[config.mk]
export PLATFORM = sky130hd
export DESIGN_NAME = i2s_sample_receiver
export DESIGN_NICKNAME = d
export VERILOG_FILES = /design/src/rtl/i2s_sample_receiver.sv
export SDC_FILE = /design/constraint.sdc
export NUM_CORES = 1
export LEC_CHECK = 0
export BUFFER_PORTS_ARGS = -buffer_cell sky130_fd_sc_hd__buf_2
export CORE_AREA = 2 2 103 105
export CTS_CLUSTER_SIZE = 28
export DETAILED_ROUTE_END_ITERATION = 8
export DIE_AREA = 0 0 105 107
export GPL_ROUTABILITY_DRIVEN = 0
export PLACE_DENSITY = 0.72
export SETUP_SLACK_MARGIN = 0.1
export SYNTH_ARGS = -nofsm -noshare
export SYNTH_HDL_FRONTEND = slang
export SYNTH_SLANG_ARGS = --single-unit
[constraint.sdc]
create_clock -name clk -period 2.9 [get_ports clk]
set_clock_uncertainty 0.1 [all_clocks]
set_input_delay 0.435 -clock clk [delete_from_list [all_inputs] [get_ports clk]]
set_output_delay 0.435 -clock clk [all_outputs]
set_load 0.01 [all_outputs]
[src/rtl/i2s_sample_receiver.sv]
// i2s_sample_receiver: slave I2S deserializer on the system clock; oversamples
// BCLK/LRCK/SDATA and emits paired 24-bit left/right samples.
module i2s_sample_receiver #(
  parameter int DATA_W = 24,
  parameter int CNT_W  = 6
) (
  input  logic              clk,
  input  logic              rst_n,
  input  logic              i2s_bclk,
  input  logic              i2s_lrclk,
  input  logic              i2s_sdata,
  output logic [DATA_W-1:0] left_out,
  output logic [DATA_W-1:0] right_out,
  output logic              sample_valid,
  output logic              frame_err
);
  typedef enum logic [1:0] {IDLE, SKIP, SHIFT, WAIT} state_t;
  state_t r_state, w_next;
  logic [2:0] r_bclk_sync;
  logic [1:0] r_lr_sync, r_sd_sync;
  logic r_ws_prev, r_ws_vld, r_slot_right, r_hold_vld;
  logic [CNT_W-1:0] r_bit_cnt;
  logic [DATA_W-1:0] r_shreg, r_left_hold;
  logic w_bclk_rise, w_ws, w_sd, w_boundary;
  logic w_clear, w_shift, w_done, w_trunc;
  logic [DATA_W-1:0] w_word;
  assign w_bclk_rise = r_bclk_sync[1] & ~r_bclk_sync[2];
  assign w_ws        = r_lr_sync[1];
  assign w_sd        = r_sd_sync[1];
  // the first edge after reset has no predecessor, so it can never be a boundary
  assign w_boundary  = w_bclk_rise & r_ws_vld & (w_ws != r_ws_prev);
  assign w_word      = {r_shreg[DATA_W-2:0], w_sd};
  always_ff @(posedge clk or negedge rst_n)
    if (!rst_n) r_state <= IDLE;
    else r_state <= w_next;
  always_comb begin
    w_next  = r_state;
    w_clear = 1'b0;
    w_shift = 1'b0;
    w_done  = 1'b0;
    w_trunc = 1'b0;
    case (r_state)
      IDLE:  w_next = (w_boundary && !w_ws) ? SKIP : IDLE;
      SKIP: begin
        w_clear = 1'b1;
        w_next  = SHIFT;
      end
      SHIFT:
        if (w_boundary) begin
          w_trunc = 1'b1;
          w_next  = SKIP;
        end else if (w_bclk_rise) begin
          w_shift = 1'b1;
          if (r_bit_cnt == CNT_W'(DATA_W - 1)) begin
            w_done = 1'b1;
            w_next = WAIT;
          end
        end
      WAIT:  w_next = w_boundary ? SKIP : WAIT;
      default: w_next = IDLE;
    endcase
  end
  always_ff @(posedge clk or negedge rst_n)
    if (!rst_n) begin
      r_bclk_sync  <= '0;
      r_lr_sync    <= '0;
      r_sd_sync    <= '0;
      r_ws_prev    <= 1'b0;
      r_ws_vld     <= 1'b0;
      r_slot_right <= 1'b0;
      r_hold_vld   <= 1'b0;
      r_bit_cnt    <= '0;
      r_shreg      <= '0;
      r_left_hold  <= '0;
      left_out     <= '0;
      right_out    <= '0;
      sample_valid <= 1'b0;
      frame_err    <= 1'b0;
    end else begin
      r_bclk_sync  <= {r_bclk_sync[1:0], i2s_bclk};
      r_lr_sync    <= {r_lr_sync[0], i2s_lrclk};
      r_sd_sync    <= {r_sd_sync[0], i2s_sdata};
      sample_valid <= 1'b0;
      frame_err    <= w_trunc;
      if (w_bclk_rise) begin
        r_ws_prev <= w_ws;
        r_ws_vld  <= 1'b1;
      end
      // r_ws_prev already holds the new slot's word select here
      if (w_clear) begin
        r_bit_cnt    <= '0;
        r_shreg      <= '0;
        r_slot_right <= r_ws_prev;
      end
      if (w_shift) begin
        r_shreg   <= w_word;
        r_bit_cnt <= r_bit_cnt + 1'b1;
      end
      if (w_done && !r_slot_right) begin
        r_left_hold <= w_word;
        r_hold_vld  <= 1'b1;
      end
      if (w_done && r_slot_right) begin
        r_hold_vld <= 1'b0;
        if (r_hold_vld) begin
          left_out     <= r_left_hold;
          right_out    <= w_word;
          sample_valid <= 1'b1;
        end
      end
      if (w_trunc) r_hold_vld <= 1'b0;
    end
endmodule

== Word-level counts from Yosys, hierarchy flattened ==
Index checks and enable logic that the tools add are counted.

* Input bits: 5
* Register bits after elaboration: 116
* Output and inout bits: 50

* Add/sub/neg operators: 1
* Multiplexer cells: 25
* Bitwise gates (word level): 4
* Reductions and logical operators: 10
* Equality and inequality tests: 7

{| class="wikitable"
|+ Operators with widths
! kind !! number
|-
| 2-to-1 mux 23 bit || 2
|-
| 2-to-1 mux 1 bit || 16
|-
| 2-to-1 mux 6 bit || 2
|-
| 2-to-1 mux 2 bit || 4
|-
| one-hot mux 2 bit (4 select lines) || 1
|-
| adder 6 x 1 -> 6 bit (second input constant) || 1
|-
| equality test 6 x 5 -> 1 bit (second input constant) || 1
|-
| != test 3 bit (second input constant) || 2
|-
| equality test 2 bit (second input constant) || 2
|-
| AND reduction 2 bit || 2
|-
| bitwise AND 1 bit || 3
|-
| logical AND 1 bit || 3
|-
| nonzero test 3 bit || 1
|-
| equality test 2 x 1 -> 1 bit (second input constant) || 1
|-
| zero test 1 bit || 2
|-
| zero test 2 bit || 1
|-
| nonzero test 2 bit || 1
|-
| != test 1 bit || 1
|-
| NOT 1 bit || 1
|}

== Longest topological paths before layout ==
* Word-level depth: 10
* Gate-level depth with buffers: 7

== Worst setup path after synthesis ==
Ideal clock, no wire load.

* Kind: flip-flop to flip-flop
* Start point: register r_bit_cnt[0]
* End point: register left_out[14]
* Period minus slack after synthesis: 2.243 ns
* Arrival: 2.018 ns
* Setup time: 0.125 ns
* Stages on the path, launching flop included: 8
* Data required time: 2.675 ns
* Setup slack: 0.657 ns
* Cells stage by stage: dfrtp_1 ha_1 nand3_1 or4_4 or3_4 buf_6 buf_6 mux2_4

* Longest elaborated chain between the ends: 7

{| class="wikitable"
|+ RTL lines
! element !! RTL line !! text
|-
| from (decl) || 22 || <nowiki>logic [CNT_W-1:0] r_bit_cnt;</nowiki>
|-
| from (signal assigned) || 97 || <nowiki>r_bit_cnt <= r_bit_cnt + 1'b1;</nowiki>
|-
| equality test 6 x 5 -> 1 bit || 54 || <nowiki>if (r_bit_cnt == CNT_W'(DATA_W - 1)) begin</nowiki>
|-
| 2-to-1 mux 1 bit || 54 ||
|-
| 2-to-1 mux 1 bit || 52 || <nowiki>end else if (w_bclk_rise) begin</nowiki>
|-
| 2-to-1 mux 1 bit || 49 || <nowiki>if (w_boundary) begin</nowiki>
|-
| 2-to-1 mux 1 bit || 42 || <nowiki>case (r_state)</nowiki>
|-
| logical AND 1 bit || 103 || <nowiki>if (w_done && r_slot_right) begin</nowiki>
|-
| AND reduction 2 bit (no source line) || - ||
|-
| to (signal assigned) || 106 || <nowiki>left_out <= r_left_hold;</nowiki>
|-
| to (decl) || 12 || <nowiki>output logic [DATA_W-1:0] left_out,</nowiki>
|}

No other way between the ends.
A chain may end at the register's enable or synchronous reset.

== Worst setup path in the final report ==
* Start point: register r_bit_cnt[0]
* End point: register left_out[16]

Same word-level chain as after synthesis.

==> results list <==
- Ratio of final minimum period to clock period: 84.8%
- Leakage power: 2.98 nW
- Minimum hold slack: 0.249 ns
- I/O pin count: 55
* Standard-cell rows: 37
- In this run, post-CTS hold repair placed 4 buffers.
- Once the clock tree was built, the setup fixing pass inserted 0 buffers.
* Total global routing track utilization: 15.4%
- For the worst-skew pair, the clock arrives at the later sink with an insertion delay of 0.50 ns.
* Number of DRC markers after the initial detailed-route iteration: 125
- DIE AREA: 11200 um2
- Routed signal wires occupy layers up through met4.
- Internal power comes to 3.21 mW.
* Mapped Avg Cell Area: 16.1 um2
* Count of cells along the worst register-to-register path: 5
- Count of final setup violators: 0
- Counting I/O delays and the setup requirement, the final critical path takes 2.46 ns.
- The final route contains 2470 vias.
- Combinational fraction of design power: 4.9%
- For this configuration, the core starts out at a cell density of 43.8%.
- Number of levels in the clock H-tree: 4
* Post-synth top area share: 65.7%
- Hold Startpoint: r_bclk_sync[0]
- First drt pass iteration count: 4
- The number of max-slew violations in the final report was 0.
- The worst setup path is of the register to register kind.
* Unrepaired setup endpoints after global routing: no
* Endpoint type of the worst setup path: register
- Main area contributors after synthesis: dfrtp_1 66%, mux2_2 14%, mux2_4 6.8%
- Post-route met1 wirelength: 3640 um
* Ratio of cells with drive above 1 in the final layout: 48.6%
- Entering global routing, the biggest net connects 68 pins.
* Max_cap viols: 0
* Routed vias/inst: 5.00
- Switching Share: 22.2%
* Wire per inst: 15.9 um
- Sequential cells account for 41.8% of the total power.
* Clock root buffer master: clkbuf_8
- For the pin with the worst max-slew slack, the measured transition is 0.820 ns.
* Signal arrival time at the worst endpoint: 2.74 ns
- The initial antenna violation count is 0.
* Number of global-route vias before repair: 2544
* Total met2 wirelength after detailed routing: 3840 um
* Clk sinks: 116
- The tightest min-delay check is of the register to register type.
* Post-CTS clock slew at the launch and capture registers of the worst setup and hold paths: 0.06 ns
- Part of the power in the clock network: 53.3%
- Utilization after layout: 54.9%
- Cell type with the largest total area after synthesis: dfrtp_1
- The first global-routing pass estimated 13200 um of wire.
- Core Area: 10100 um2
* Placed Cells incl. Taps: 458
* Antenna-violating nets left: 0
* Post-synthesis instance area: 4420 um2
- Worst-case clock buffer depth: 2
- For hold timing, the worst endpoint is r_bclk_sync[1].
- For the worst setup path, the data required time is 3.18 ns.
- Total clock buffers created by CTS: 17
* Top achievable clock speed: 0.407 GHz
* Drt total wl: 7840 um
- From bottom edge to top edge, the die measures 107 um.
* Final instance count without filler cells: 494
- The number of nets in the synthesized netlist is 280.
* Power per cell area: 744 nW/um2
- Summed over all failing endpoints, the final setup total negative slack is 0 ns.
* Share of synthesized area occupied by flip-flops and latches: 65.7%
- Flip-flop and latch count after synthesis: 116
* Inserted Diodes: 0
- Worst slew slack as a fraction of its limit: 45.3%
- Startpoint kind of the worst setup timing path: register
- I/O Buffers: 54
- The startpoint identified for the worst register-to-register timing path is r_bit_cnt[0].
- Post-synthesis cell type count: 33
* Switching power: 0.916 mW
* Floorplan die width: 105 um
- CTS tree: done
- Number of standard cells after synthesis: 274
- The number of hold violations in the final report came to 0.
- FF-to-FF End: left_out[16]
- VDD sags by at most 310 uV.
- Register-to-register path setup slack: 0.44 ns
- Net count reported at finish: 351
* Remaining design rule violation count: 0
- Yosys printed 0 warnings.
- The HPWL after detailed placement is 4790 um.
* Syn-to-layout area delta: 25.5%
- Number of gates given a new drive strength after cts: 0
- Cell count of the worst hold path: 0
- Worst-path fanout max: 48
- Result of the run: completed
* Overflow left after global routing: 0
- Met3 wirelength from detailed routing: 248 um
routing by layer:
metal  global-route usage, %  up-vias
li1                        -     1138
met1                    20.2     1274
met2                    23.5       47
met3                    4.92       11
met4                    6.86        0
met5                       0        -
cell type report:
type                            instances  area (um2)
Clock buffer                           19         442
Clock inverter                         13         196
Multi-Input combinational cell        143        1430
Sequential cell                       116        2900
Timing Repair Buffer                   66         398
Fill cell                             842        4550
Inverter                                1        3.75
Tap cell                              136         170
worst max-delay path by stage:
| stage | start | to | slack, ns | depth (start not counted) |
|---|---|---|---|---|
| after floorplan | r_bit_cnt[0] | left_out[14] | 0.66 | 7 |
| after global placement | r_bit_cnt[0] | right_out[23] | 0.50 | 5 |
| after detailed placement | r_bit_cnt[0] | right_out[6] | 0.44 | 5 |
| after CTS | r_bit_cnt[0] | right_out[2] | 0.44 | 5 |
| after global routing | r_bit_cnt[0] | left_out[23] | 0.35 | 5 |
| final | r_bit_cnt[0] | left_out[16] | 0.44 | 5 |
worst max-delay path, cell delays in order (launching register included):
cell and delay (ns):
dfrtp_1 0.37, ha_1 0.22, nand3_1 0.09, or4_4 0.45, or3_4 0.69, mux2_4 0.40
registers in the layout, indices dropped and copies added, names as in the netlist, 2 cells and up:
signal       flops
left_out        24
r_left_hold     24
right_out       24
r_shreg         23
r_bit_cnt        6
r_bclk_sync      3
r_lr_sync        2
r_sd_sync        2
r_state          2
layout by cell type (no fill, tap or decap), types with 2 or more instances in the layout:
cell           count
dfrtp_1          116
nand2b_1           5
nor2b_1            2
nand3_1            4
mux2_4            20
clkbuf_16         16
buf_2             53
nor2_1             2
inv_6              3
nand2_1            8
bufinv_16          4
dlygate4sd3_1      4
a22o_1            25
clkbuf_8           3
mux2_2            54
clkinv_4           4
a221o_1            2
clkinvlp_4         2
and3_1             2
buf_12             2
buf_4              7
power by group through the flow:
stage,Clock [mW],Sequential (mW),Combinational [mW]
after floorplan,0,1.74,0.119
after global placement,0,1.75,0.193
after detailed placement,0,1.75,0.199
after CTS,2.24,1.72,0.207
after global routing,2.33,1.74,0.226
final,2.20,1.72,0.201
kinds of logic after synthesis:
kind of cell    share of synthesized area (%)
compound gates                           6.54
xor+xnor                                0.397
fa+ha+maj                               0.283
buf+inv                                  2.21
flops                                    65.7
mux                                      20.6
simple gates                             4.28
Yosys cell counts:
cell / instances
mux2_4: 20
nand2b_1: 5
dfrtp_1: 116
a21o_1: 1
a22o_1: 25
ha_1: 1
a21oi_1: 1
mux2_2: 54
inv_1: 1
or2_2: 1
and3_1: 2
nand3_1: 4
buf_6: 5
a211o_1: 1
or3_1: 1
or4_4: 1
nor2_1: 2
and3b_1: 1
nor4_1: 1
nor3_1: 1
nand2_1: 8
o21ai_0: 1
o22ai_1: 1
clkbuf_1: 6
xor2_1: 1
a211oi_1: 1
a221o_1: 2
nor2b_1: 3
buf_2: 3
or3_4: 1
xnor2_1: 1
nand2b_4: 1
a32o_1: 1
metrics by stage:
stage | instance area [um2] | power [mW] | setup slack [ns]
2_1_floorplan | 4420 | 1.86 | 0.657
6_report | 5540 | 4.13 | 0.441
4_1_cts | 5540 | 4.17 | 0.439
3_3_place_gp | 4870 | 1.94 | 0.499
5_1_grt | 5540 | 4.29 | 0.349
3_5_place_dp | 4870 | 1.95 | 0.441
No activity file was read; power rests on OpenSTA's default activity.
